--- src/rtl/factorial_controller.sv ---
// rtl/factorial_controller.sv - Moore FSM sequencing a register-file/ALU datapath to compute n! mod 256
// R0 holds the down-counter, R1 the running product; compare only steers next state.
module factorial_controller (
  input  logic       clk,
  input  logic       rst,
  input  logic       start,
  input  logic       compare,
  output logic       IE,
  output logic       we,
  output logic [1:0] wa,
  output logic       rea,
  output logic       reb,
  output logic [1:0] raa,
  output logic [1:0] rab,
  output logic [2:0] Sel_alu,
  output logic       OE,
  output logic       busy,
  output logic       done
);

  localparam logic [2:0] ALU_MUL = 3'b010;
  localparam logic [2:0] ALU_OR  = 3'b100;
  localparam logic [2:0] ALU_XOR = 3'b101;
  localparam logic [2:0] ALU_INC = 3'b110;
  localparam logic [2:0] ALU_DEC = 3'b111;

  typedef enum logic [3:0] {
    S_IDLE  = 4'd0,
    S_LOAD0 = 4'd1,
    S_LOAD1 = 4'd2,
    S_CHECK = 4'd3,
    S_DEC   = 4'd4,
    S_MUL   = 4'd5,
    S_FINAL = 4'd6,
    S_ZERO  = 4'd7,
    S_ONE   = 4'd8,
    S_DONE  = 4'd9
  } state_t;

  state_t state;
  state_t next_state;

  always_ff @(posedge clk or posedge rst) begin
    if (rst) begin
      state <= S_IDLE;
    end else begin
      state <= next_state;
    end
  end

  always_comb begin
    next_state = S_IDLE;
    IE         = 1'b0;
    we         = 1'b0;
    wa         = 2'd0;
    rea        = 1'b0;
    reb        = 1'b0;
    raa        = 2'd0;
    rab        = 2'd0;
    Sel_alu    = 3'b000;
    OE         = 1'b0;
    busy       = 1'b0;
    done       = 1'b0;
    case (state)
      S_IDLE: begin
        next_state = start ? S_LOAD0 : S_IDLE;
      end
      S_LOAD0: begin
        busy       = 1'b1;
        IE         = 1'b1;
        we         = 1'b1;
        wa         = 2'd0;
        next_state = S_LOAD1;
      end
      S_LOAD1: begin
        busy       = 1'b1;
        IE         = 1'b1;
        we         = 1'b1;
        wa         = 2'd1;
        next_state = S_CHECK;
      end
      // R0|R0 passes n through the ALU so compare can flag n <= 1
      S_CHECK: begin
        busy       = 1'b1;
        rea        = 1'b1;
        reb        = 1'b1;
        Sel_alu    = ALU_OR;
        next_state = compare ? S_ZERO : S_DEC;
      end
      S_DEC: begin
        busy       = 1'b1;
        rea        = 1'b1;
        Sel_alu    = ALU_DEC;
        we         = 1'b1;
        wa         = 2'd0;
        next_state = compare ? S_FINAL : S_MUL;
      end
      S_MUL: begin
        busy       = 1'b1;
        rea        = 1'b1;
        reb        = 1'b1;
        raa        = 2'd1;
        Sel_alu    = ALU_MUL;
        we         = 1'b1;
        wa         = 2'd1;
        next_state = S_DEC;
      end
      S_FINAL: begin
        busy       = 1'b1;
        rea        = 1'b1;
        reb        = 1'b1;
        raa        = 2'd1;
        rab        = 2'd1;
        Sel_alu    = ALU_OR;
        OE         = 1'b1;
        next_state = S_DONE;
      end
      // R0^R0 clears R1 so the following increment yields 1
      S_ZERO: begin
        busy       = 1'b1;
        rea        = 1'b1;
        reb        = 1'b1;
        Sel_alu    = ALU_XOR;
        we         = 1'b1;
        wa         = 2'd1;
        next_state = S_ONE;
      end
      S_ONE: begin
        busy       = 1'b1;
        rea        = 1'b1;
        raa        = 2'd1;
        Sel_alu    = ALU_INC;
        OE         = 1'b1;
        next_state = S_DONE;
      end
      S_DONE: begin
        done       = 1'b1;
        next_state = S_IDLE;
      end
      default: begin
        next_state = S_IDLE;
      end
    endcase
  end

endmodule

--- config.mk ---
export PLATFORM = sky130hd
export DESIGN_NAME = factorial_controller
export DESIGN_NICKNAME = d
export VERILOG_FILES = /design/src/rtl/factorial_controller.sv
export SDC_FILE = /design/constraint.sdc
export NUM_CORES = 1
export LEC_CHECK = 0
export BUFFER_PORTS_ARGS = -buffer_cell sky130_fd_sc_hd__buf_4
export CORE_AREA = 2 2 39 41
export DETAILED_ROUTE_END_ITERATION = 16
export DIE_AREA = 0 0 41 43
export PLACE_DENSITY_LB_ADDON = 0.08
export SLEW_MARGIN = 40
export SYNTH_ARGS = -nofsm -noshare
export SYNTH_HDL_FRONTEND = slang
export SYNTH_SLANG_ARGS = --single-unit
--- constraint.sdc ---
create_clock -name clk -period 1.9 [get_ports clk]
set_input_delay 0.57 -clock clk [delete_from_list [all_inputs] [get_ports clk]]
set_output_delay 0.57 -clock clk [all_outputs]
set_load 0.02 [all_outputs]
==> qor.tcl <==
set qor(ff_latch_area_um2) 105
set qor(ctsHtreeMaxLevel) 1
set qor(critical_path.n_buffers_inverters) 2
set qor(global_route.usage.total_pct) 16.9
set qor(run_status) {finished, violations left}
set qor(worst_slack_at_placement_ns) 0.0776
set qor(grt_pass1_vias) 453
set qor(drt_first_iter_violations) 9
set qor(synth-seq-area-share_pct) 22.6
set qor(finalWirelength_um) 1320
set qor(insertion_delay_ns) 0.24
set qor(routabilityCongestion) 0.716
set qor(cpMaxStageDelayCell) {sky130_fd_sc_hd__dfrtp_2}
set qor(cpPeakStageDelay_ns) 0.43
set qor(setup.worst_path.class) {reg -> out}
set qor(power_report.internal_total_mw) 0.998
set qor(worst_slack_ns) -0.0957
set qor(nNetsFinal) 95
set qor(timing.critical_path.required_ns) 1.33
set qor(crit_path_cell_trace) {buf_6, xor2_2, mux2_4, nor2_4, buf_6}
set qor(worstPathArrival_ns) 1.43
set qor(dieWidth_um) 41
set qor(path_clk_slew_ns) 0.04
set qor(registers.top_by_ff_count) {state}
set qor(worst_r2r_startpoint) {state[0]}
set qor(worst_path_most_repeated_cell) {sky130_fd_sc_hd__buf_6}
set qor(leakagePower_nw) 0.356
set qor(core_mm2) 0.00138
set qor(combinational_cell_fraction_of_total_power_pct) 82.1
set qor(fin_crit_ns) 2.00
set qor(synth_area_leaders) {sky130_fd_sc_hd__dfrtp_1 23%, sky130_fd_sc_hd__a21oi_1 6.8%, sky130_fd_sc_hd__buf_4 5.1%}
set qor(worstPathMaxFanout) 5
set qor(hold_path_class) {in -> async}
set qor(postSynth.asyncResetShare_pct) 100
set qor(drt.antenna.violating_nets) 0
set qor(globalRouteOverflowTotal) 0
set qor(whs_ns) 0.215
set qor(syn-cell-area_um2) 443
set qor(setup_repair_after_global_routing_missed_its_margin) {true}
set qor(viasPerCell) 4.98
set qor(floorplan.die.height_um) 43
set qor(synthDistinctLibCells) 30
set qor(detailed_place_hpwl_um) 787
set qor(violated_checks) {negative setup slack}
set qor(power.share.switching_pct) 46.2
set qor(worst_clock_skew_ns) 0.00404
set qor(r2r.worst_path.cells) 4
set qor(multiInputGateArea_um2) 344
set qor(largest_register_ff_count) 4
set qor(ctsHoldBuffers) 0
set qor(finalCritPeriodShare_pct) 105
set qor(fill_cells) 134
set qor(report.final.hold_viol_count) 0
set qor(grt_first_pass_wirelength_um) 1970
set qor(antenna_cells) 0
set qor(top_count_cell_post_synth) {sky130_fd_sc_hd__a21oi_1}
set qor(rows) 14
set qor(syn_area_per_cell_um2) 7.26
set qor(tritoncts_num_sinks) 4
set qor(synthToLayoutAreaGrowth_pct) 76.6
set qor(clock.fmax_mhz) 501
set qor(yosys_warnings) 0
set qor(routed-via-count) 523
set qor(grt_antenna_before_repair) 0
set qor(initial_core_util_pct) 32.0
set qor(numPortBuffers) 16
set qor(synth-edff-count) 0
set qor(grt_start_max_net_pins) 15
set qor(final_core_utilization_pct) 56.5
set qor(non_filler_instance_count_after_layout) 105
set qor(power.share.clock_pct) 5.7
set qor(worst_path_dominant_cell_family) {flip-flops}
set qor(timing.final.max_slew_violations) 0
set qor(tritoncts_clock_tree) {yes}
set qor(seqPwrFrac_pct) 12.2
set qor(tritoncts.num_buffers) 3
set qor(r2r-end) {state[0]}
set qor(share_of_cells_above_drive_strength_1_pct) 62.9
set qor(synth_seq_cells) 4
set qor(cts.root.buffer_cell) {sky130_fd_sc_hd__clkbuf_4}
set qor(final-setup-viol-count) 4
set qor(power_density_mw_per_mm2) 2370
set qor(remaining_drc_errors) 0
set qor(synth_area_leader_cell) {sky130_fd_sc_hd__dfrtp_1}
set qor(ios) 20
set qor(clock_tree.buffer_depth) 2
set qor(setup.worst_path.end_class) {output pin}
set qor(synth.top_cells.by_count) {6 x sky130_fd_sc_hd__a21oi_1, 5 x sky130_fd_sc_hd__nor2_1, 4 x sky130_fd_sc_hd__dfrtp_1, 4 x sky130_fd_sc_hd__inv_1, 4 x sky130_fd_sc_hd__nand2_1}
set qor(total_instance_count_after_detailed_placement) 91
set qor(drtPass1Iterations) 4
set qor(timing.reg2reg.setup_slack_ns) 0.57
set qor(drt-wirelength-per-cell_um) 12.5
set qor(cap_violations) 0
set qor(netSwitchingPower_mw) 0.858
set qor(start_kind) {flop}
set qor(ir_drop_mv) 1.17
set qor(reg_top3) {state: 4 flops}
set qor(synth_flop_type) {sky130_fd_sc_hd__dfrtp_1}
set qor(synth_top_cell_area_share_pct) 22.6
set qor(die_area_mm2) 0.00176
set qor(synthCells) 61
per-layer routing:
metal	routed length (um)	track usage, %	part of all wire, %
met5	0	0	0
met4	8	10.0	0.61
met3	70	6.28	5.3
met2	666	25.3	51
met1	570	19.5	43
power by group through the flow:
stage	logic (mW)	registers (mW)	clock network, mW
2_1_floorplan	0.792	0.150	0
3_3_place_gp	1.07	0.220	0
3_5_place_dp	1.07	0.218	0
4_1_cts	1.25	0.226	0.112
5_1_grt	1.61	0.234	0.121
6_report	1.52	0.226	0.107
cell usage in the layout (no fill, tap or decap):
cell type,n
sky130_fd_sc_hd__nand2b_4,2
sky130_fd_sc_hd__o22ai_2,2
sky130_fd_sc_hd__o21a_1,2
sky130_fd_sc_hd__nor2_2,1
sky130_fd_sc_hd__clkbuf_4,3
sky130_fd_sc_hd__o211ai_1,1
sky130_fd_sc_hd__nor2b_2,1
sky130_fd_sc_hd__nand2_1,3
sky130_fd_sc_hd__inv_1,3
sky130_fd_sc_hd__o22ai_1,1
sky130_fd_sc_hd__xor2_2,2
sky130_fd_sc_hd__xnor2_1,1
sky130_fd_sc_hd__nor2_4,1
sky130_fd_sc_hd__a311o_1,1
sky130_fd_sc_hd__buf_4,21
sky130_fd_sc_hd__mux2_4,1
sky130_fd_sc_hd__a22oi_1,1
sky130_fd_sc_hd__conb_1,3
sky130_fd_sc_hd__or2_4,2
sky130_fd_sc_hd__dfrtp_2,4
sky130_fd_sc_hd__nand2b_1,1
sky130_fd_sc_hd__nor3b_2,1
sky130_fd_sc_hd__o21ai_0,3
sky130_fd_sc_hd__a21oi_2,2
sky130_fd_sc_hd__or3_1,1
sky130_fd_sc_hd__buf_6,10
sky130_fd_sc_hd__and3_1,1
sky130_fd_sc_hd__nand2_2,1
sky130_fd_sc_hd__nand3_1,1
sky130_fd_sc_hd__buf_2,1
sky130_fd_sc_hd__inv_2,1
sky130_fd_sc_hd__nor2_1,3
sky130_fd_sc_hd__nor3_1,1
sky130_fd_sc_hd__a21oi_1,5
sky130_fd_sc_hd__nor4_1,1
cell families (layout without fill, tap and decap cells):
kind of cell | Yosys count | after routing | share of synthesized area, %
flops | 4 | 4 | 22.6
other cells | 1 | 3 | 0.847
buf+inv | 13 | 39 | 17.8
mux | 1 | 1 | 2.54
compound gates | 18 | 18 | 25.4
xor+xnor | 3 | 3 | 5.93
simple gates | 21 | 21 | 24.9
worst reg2reg max path: cells and delay by family (launching register included):
kind                   cells  cell delay (ns)
buffers and inverters      2             0.32
AOI/OAI and AO/OA          2             0.43
DFF                        1             0.46
worst max-delay path by stage:
| stage | slack [ns] | to | cells after the start | from |
|---|---|---|---|---|
| final | -0.1 | we | 5 | state[2] |
| after floorplan | 0.14 | we | 4 | state[2] |
| after detailed placement | 0.08 | we | 3 | state[1] |
| after CTS | -0.10 | raa[0] | 5 | state[2] |
| after global routing | -0.16 | we | 5 | state[2] |
| after global placement | 0.09 | we | 3 | state[1] |
through the flow:
stage	instance area, um^2	total power [mW]	setup TNS [ns]
after floorplan	450	0.942	0
after global placement	564	1.29	0
after detailed placement	564	1.28	0
after CTS	677	1.59	-0.357
after global routing	782	1.97	-0.625
final	782	1.86	-0.134
area by class of cell:
class	instances	share of cell area, %
multi-input cells	46	44.0
repair buffers	32	35.2
flip-flops and latches	4	13.4
clock buffers	3	2.88
well taps	16	2.56
inverters	4	1.92
what timing repair did:
action,in CTS,in global routing
resized for setup,12,20
cloned,1,0
pin swaps,2,6
buffers inserted,6,5
hold endpoints to repair,0,0
endpoints found under the setup margin,12,12
(Power assumes the default switching activity.)
